==> config.mk <==
export PLATFORM = sky130hd
export DESIGN_NAME = method_mul_responder
export DESIGN_NICKNAME = d
export VERILOG_FILES = /design/src/rtl/method_call_pkg.sv /design/src/rtl/method_call_ctrl.sv /design/src/rtl/method_mul_responder.sv
export SDC_FILE = /design/constraint.sdc
export NUM_CORES = 1
export LEC_CHECK = 0
export CAP_MARGIN = 15
export CORE_MARGIN = 3
export CORE_UTILIZATION = 45
export CTS_CLUSTER_SIZE = 10
export DETAILED_ROUTE_END_ITERATION = 10
export PLACE_DENSITY = 0.75
export SKIP_LAST_GASP = 1
export SYNTH_ARGS = -nofsm -noshare
export SYNTH_HDL_FRONTEND = slang
export SYNTH_HIERARCHICAL = 1
export SYNTH_SLANG_ARGS = --single-unit
==> constraint.sdc <==
create_clock -name clk -period 5 [get_ports clk]
set_clock_uncertainty 0.2 [all_clocks]
set_input_delay 1 -clock clk [delete_from_list [all_inputs] [get_ports clk]]
set_output_delay 1 -clock clk [all_outputs]
set_load 0.1 [all_outputs]
==> src/rtl/method_call_pkg.sv <==
// Shared definitions for single-method callee responders (req/busy/return handshake).
package method_call_pkg;

    // Handshake controller state: one bit, idle or executing a call.
    typedef enum logic {
        ST_IDLE = 1'b0,
        ST_CALC = 1'b1
    } call_state_t;

    // Default operand/return width for responders of this protocol.
    localparam int DEFAULT_WIDTH = 32;

endpackage : method_call_pkg

==> src/rtl/method_call_ctrl.sv <==
// Generic method-call handshake FSM: accepts a request when idle, stays busy
// until the datapath reports done, then returns to idle for at least one cycle.
module method_call_ctrl
    import method_call_pkg::*;
(
    input  logic clk,
    input  logic reset,
    input  logic req,
    input  logic done,
    output logic start,
    output logic busy
);

    call_state_t state_r;

    // Acceptance strobe: a request seen while idle starts a call this cycle.
    always_comb begin
        start = 1'b0;
        if (state_r == ST_IDLE) begin
            start = req;
        end else begin
            start = 1'b0;
        end
    end

    // Handshake state register; reset aborts any call in progress.
    always_ff @(posedge clk) begin
        if (reset) begin
            state_r <= ST_IDLE;
        end else begin
            case (state_r)
                ST_IDLE: begin
                    if (req) begin
                        state_r <= ST_CALC;
                    end else begin
                        state_r <= ST_IDLE;
                    end
                end
                ST_CALC: begin
                    if (done) begin
                        state_r <= ST_IDLE;
                    end else begin
                        state_r <= ST_CALC;
                    end
                end
                default: state_r <= ST_IDLE;
            endcase
        end
    end

    // Busy is a direct decode of the state flop, so it is glitch-free and registered.
    assign busy = (state_r == ST_CALC);

endmodule : method_call_ctrl

==> src/rtl/method_mul_responder.sv <==
// Callee for mul(a, b): iterative shift-add multiplier returning the low
// WIDTH bits of a*b. Terminates early once the remaining multiplier is zero.
module method_mul_responder
    import method_call_pkg::*;
#(
    parameter int WIDTH = DEFAULT_WIDTH
) (
    input  logic             clk,
    input  logic             reset,
    input  logic             mul_req,
    input  logic [WIDTH-1:0] mul_a,
    input  logic [WIDTH-1:0] mul_b,
    output logic             mul_busy,
    output logic [WIDTH-1:0] mul_return
);

    logic [WIDTH-1:0] acc_r;
    logic [WIDTH-1:0] mcand_r;
    logic [WIDTH-1:0] mplier_r;
    logic [WIDTH-1:0] return_r;
    logic             start_s;
    logic             busy_s;
    logic             done_s;

    // Completion one cycle after the last add: nothing left to shift in.
    assign done_s = (mplier_r == {WIDTH{1'b0}});

    method_call_ctrl u_ctrl (
        .clk   (clk),
        .reset (reset),
        .req   (mul_req),
        .done  (done_s),
        .start (start_s),
        .busy  (busy_s)
    );

    // Datapath: latch arguments on acceptance, then one add/shift step per cycle.
    always_ff @(posedge clk) begin
        if (reset) begin
            acc_r    <= {WIDTH{1'b0}};
            mcand_r  <= {WIDTH{1'b0}};
            mplier_r <= {WIDTH{1'b0}};
            return_r <= {WIDTH{1'b0}};
        end else if (start_s) begin
            acc_r    <= {WIDTH{1'b0}};
            mcand_r  <= mul_a;
            mplier_r <= mul_b;
        end else if (busy_s) begin
            if (!done_s) begin
                if (mplier_r[0]) begin
                    acc_r <= acc_r + mcand_r;
                end else begin
                    acc_r <= acc_r;
                end
                mcand_r  <= {mcand_r[WIDTH-2:0], 1'b0};
                mplier_r <= {1'b0, mplier_r[WIDTH-1:1]};
            end else begin
                return_r <= acc_r;
            end
        end else begin
            acc_r <= acc_r;
        end
    end

    assign mul_busy   = busy_s;
    assign mul_return = return_r;

endmodule : method_mul_responder

After elaboration in Yosys (flattened, before gate mapping):

Index checks and enable logic that the tools add are counted.

* flip-flop bits (word level): 129
* bits of input ports: 67
* output and inout port bits: 33
* logic and storage cells: 26

* add/sub/neg operators: 1
* equal/unequal tests: 1
* mux-type cells: 10
* bitwise gates (word level): 3
* reductions and logical operators: 6

Operators with widths (number)
* $mux 32: 6
* $add 32x32->32: 1
* $logic_not 32->1: 1
* $reduce_and 3->1: 2
* $mux 1: 3
* $not 1->1: 3
* $ne 2x2->1 const B: 1
* $pmux 1 s2: 1
* $reduce_and 2->1: 1
* $reduce_bool 2->1: 1
* $reduce_or 2->1: 1

Depth between registers and ports, before layout:

* depth in word-level cells: 4
* mapped depth: 10
* depth with buffers taken out: 10

Modules after synthesis:

The synthesis kept the hierarchy.

Modules (own cells, without submodules)
* method_mul_responder: instances 1, cells each 832, area an instance 6811.5 sq um, sequential area each 2562.5 sq um
* method_call_ctrl: instances 1, cells each 4, area an instance 45.0 sq um, sequential area each 20.0 sq um

Worst setup path before layout:

Ideal clock, no wire load.

* path type: register -> register
* from: register acc_r[0]
* to: register acc_r[30]
* library setup time: 62 ps
* arrival time: 2574 ps
* data required time: 4738 ps
* path slack: 2164 ps
* stages on the path, launching flop included: 11
* path buffers: 0
* period minus slack after synthesis: 2836 ps
* cell sequence: dfxtp_1 -> ha_1 -> fa_1 -> a211oi_1 -> o21ai_1 -> a21oi_1 -> o21ai_1 -> a221oi_2 -> o211ai_1 -> a311o_1 -> nand3_1

* longest elaborated chain between the ends: 1

RTL lines
* start: declaration: RTL line method_mul_responder.sv:17 `logic [WIDTH-1:0] acc_r;`
* start signal: assignment: RTL line method_mul_responder.sv:40 `acc_r <= {WIDTH{1'b0}};`
* start signal: assignment: RTL line method_mul_responder.sv:45 `acc_r <= {WIDTH{1'b0}};`
* start signal: assignment: RTL line method_mul_responder.sv:51 `acc_r <= acc_r + mcand_r;`
* $add 32x32->32: RTL line method_mul_responder.sv:51

No other way between the ends.
A chain may end at the register's enable or synchronous reset.

Worst setup path after layout:

* from: register u_ctrl.state_r, in the netlist u_ctrl/busy
* to: output mul_busy

RTL lines
* start: declaration: RTL line method_call_ctrl.sv:14 `call_state_t state_r;`
* start signal: assignment: RTL line method_call_ctrl.sv:29 `state_r <= ST_IDLE;`
* start signal: assignment: RTL line method_call_ctrl.sv:34 `state_r <= ST_CALC;`
* start signal: assignment: RTL line method_call_ctrl.sv:36 `state_r <= ST_IDLE;`
* end: declaration: RTL line method_mul_responder.sv:13 `output logic mul_busy,`

No word-level cell between the ends.

==> metrics <==
largest net degree at the start of global routing=83; hold depth=2; Critical Path RT=3800 ps; antenna viol nets, final=0; IO Pins=100; Clk Latency, worst-skew pair=440 ps; CTS tree=built; status=completed; setup tns final=0 ps; Post-Layout Cell Count=1105; Post-Syn Area=6857 um^2; Residual DRC=0; Resize count post-CTS=0; Levels on crit path=1; sequential fraction of the synthesis area=0.3766; critical path launch point=u_ctrl/busy; CTS clk-pin slew, worst paths=60 ps; crit end category=primary output; achievable frequency=0.3003 GHz; Vias=6040; crit path DAT=2130 ps; Die X=129.4 um; Reg2Reg Launch Point=acc_r[0]; CP max FO=5; fraction of layout cells with a size suffix above 1=0.04891; most frequent cells in the layout=nor2_1 (179), dfxtp_1 (129), a21oi_1 (107); Peak VDD IR=249.4 uV; Async SR Flop Fraction=0; Inst Count DP=1072; Post-Syn Area per Cell=8.202 um^2; RD Place Congestion=0.9012; Initial Utilization=0.4665; synth warn=6; GRT Residual Overflow=0; die height=129.4 um; Fillers=1339; Most used DFF post-synth=dfxtp_1; Startpoint Class=flip-flop; total track usage=0.1973; CTS H-Tree Depth=4; slew margin rel.=0.2768; Pre-antenna DRT Iters=4; register area=2582 um^2; Port Buffers=99; Post-Route WL=16.33 mm; Worst R2R Path Depth=10; delay-heaviest family, CP=buffers and inverters; Hold Vio Cnt, Final=0; DRT iter0 DRCs=320; Tightest Hold Check Type=reg2reg; syn_nets=935; Worst path slowest cell=clkdlybuf4s50_1; actual slew at the worst max-slew pin=1085 ps; multi-input logic area=4044 um^2; Lkg Pwr=3.719 nW; crit path capture=mul_busy; wire length of the first global-routing pass=26.53 mm; via density per instance=5.466; number of synthesized register bits=129; most common cell after layout, fill and taps aside=nor2_1; CP cell instances=clkdlybuf4s50_1; CTS sink count=129; max-cap violation count=0; worst path bufs/invs=1; Tmin final=3330 ps; pwr/cell area=311.6 nW/um^2; quantity of hold-fixing buffers added after cts=0; std cell rows=44; endpoints failing setup=0; CP Class=reg2out; slack of the worst reg-to-reg path=1680 ps; Area growth syn-to-layout=23.85%; TritonCTS buffer count=17; core area=14700 um^2; max-slew violation count=0; Die ar.=16750 um^2; CP max stage delay=1210 ps; Nets=1006; WL/cell=14.78 um; RSZ-0062 raised after global routing=false; root buffer cell=clkbuf_16; post-CTS setup buffer count=0; vias in the first global route=5540; Syn Inst Count=836; number of distinct library cells after synthesis=52; reg-to-reg critical path endpoint=acc_r[30]; Clock Tree Buf Depth=2; antenna violations before repair=1; Post-synth EDFFs=0; final worst path period share=0.6660; detailed placer's ending HPWL=10.80 mm
[layout make-up]
class                      instances  area share
tap                              184     0.02711
clock buffer                      22     0.05584
inverter                           7    0.003094
multi-input combinational        648      0.4762
sequential                       129      0.3041
antenna                            1   0.0002947
clock inverter                    10     0.01282
timing repair buffer             104      0.1205
[registers in the layout, indices dropped and copies added (netlist names)]
register,count
acc_r,32
mcand_r,32
mplier_r,32
mul_return,32
u_ctrl/busy,1
[cells in the mapped netlist, types with 2 or more instances]
library cell / count / area share
dfxtp_1: 129 / 0.38
ha_1: 31 / 0.057
xnor2_1: 11 / 0.014
nor3_1: 10 / 0.0073
buf_2: 9 / 0.0066
o211ai_1: 4 / 0.0044
o21a_1: 3 / 0.0033
and2_1: 2 / 0.0018
or3_1: 6 / 0.0055
a31oi_1: 7 / 0.0064
a311o_1: 2 / 0.0029
o21bai_1: 4 / 0.0044
nand2_1: 48 / 0.026
a21oi_1: 107 / 0.078
a211o_1: 2 / 0.0026
nand3b_1: 3 / 0.0033
o21ai_1: 8 / 0.0058
mux2i_1: 96 / 0.14
inv_1: 7 / 0.0038
a211oi_1: 9 / 0.0099
nand4_1: 9 / 0.0082
nor2_1: 179 / 0.098
nand2b_1: 3 / 0.0027
and3_1: 5 / 0.0046
xor2_1: 6 / 0.0077
a21o_1: 23 / 0.025
nor2b_1: 3 / 0.0027
nand4b_1: 2 / 0.0026
nand3_1: 21 / 0.015
buf_6: 2 / 0.0033
a21boi_1: 2 / 0.0022
clkbuf_1: 40 / 0.022
nor4_1: 10 / 0.0091
or2_2: 2 / 0.0018
o21ai_0: 14 / 0.010
[logic make-up (layout without fill, tap and decap cells)]
| group | Yosys count | count (layout) | synth area share |
|---|---|---|---|
| DFF | 129 | 129 | 0.3766 |
| adders and majority gates | 32 | 32 | 0.05949 |
| xor gates and xnor gates | 17 | 17 | 0.02171 |
| buffers and inverters | 59 | 143 | 0.03613 |
| other | 0 | 1 | 0 |
| muxes | 96 | 96 | 0.1401 |
| and+or+nand+nor | 308 | 308 | 0.1953 |
| AOI/OAI and AO/OA | 195 | 195 | 0.1706 |
[per-stage QoR]
step	utilization	setup WS (ps)	power (mW)	hold WS, ps	area [um^2]
2_1_floorplan	-	2164	1.331	246.3	6857
3_3_place_gp	0.5379	1697	1.429	264.8	7906
4_1_cts	0.5775	1639	2.667	277.7	8489
5_1_grt	0.5775	1404	2.740	289.5	8489
6_report	0.5777	1670	2.646	275.8	8492
3_5_place_dp	0.5379	1641	1.434	269.1	7906
[per-layer routing]
layer  part of all wire  track usage  up-vias
met5                  0            0        -
met2               0.45       0.3088      127
met1               0.48       0.2590     2789
met4              0.019      0.08007        0
met3              0.050      0.05400       26
li1                   -            -     3098
[worst min path at each step]
| stage | to | startpoint |
|---|---|---|
| 2_1_floorplan | acc_r[31] | acc_r[31] |
| 3_3_place_gp | acc_r[12] | acc_r[12] |
| 3_5_place_dp | acc_r[8] | acc_r[8] |
| 4_1_cts | acc_r[21] | acc_r[21] |
| 5_1_grt | acc_r[0] | acc_r[0] |
| 6_report | acc_r[8] | acc_r[8] |
[report_power, final]
group          switching (mW)  internal (mW)
logic                   0.173          0.145
clock network           0.462          0.768
registers              0.0324           1.07
total                   0.667           1.98
Power figures use the tool's default switching activity.
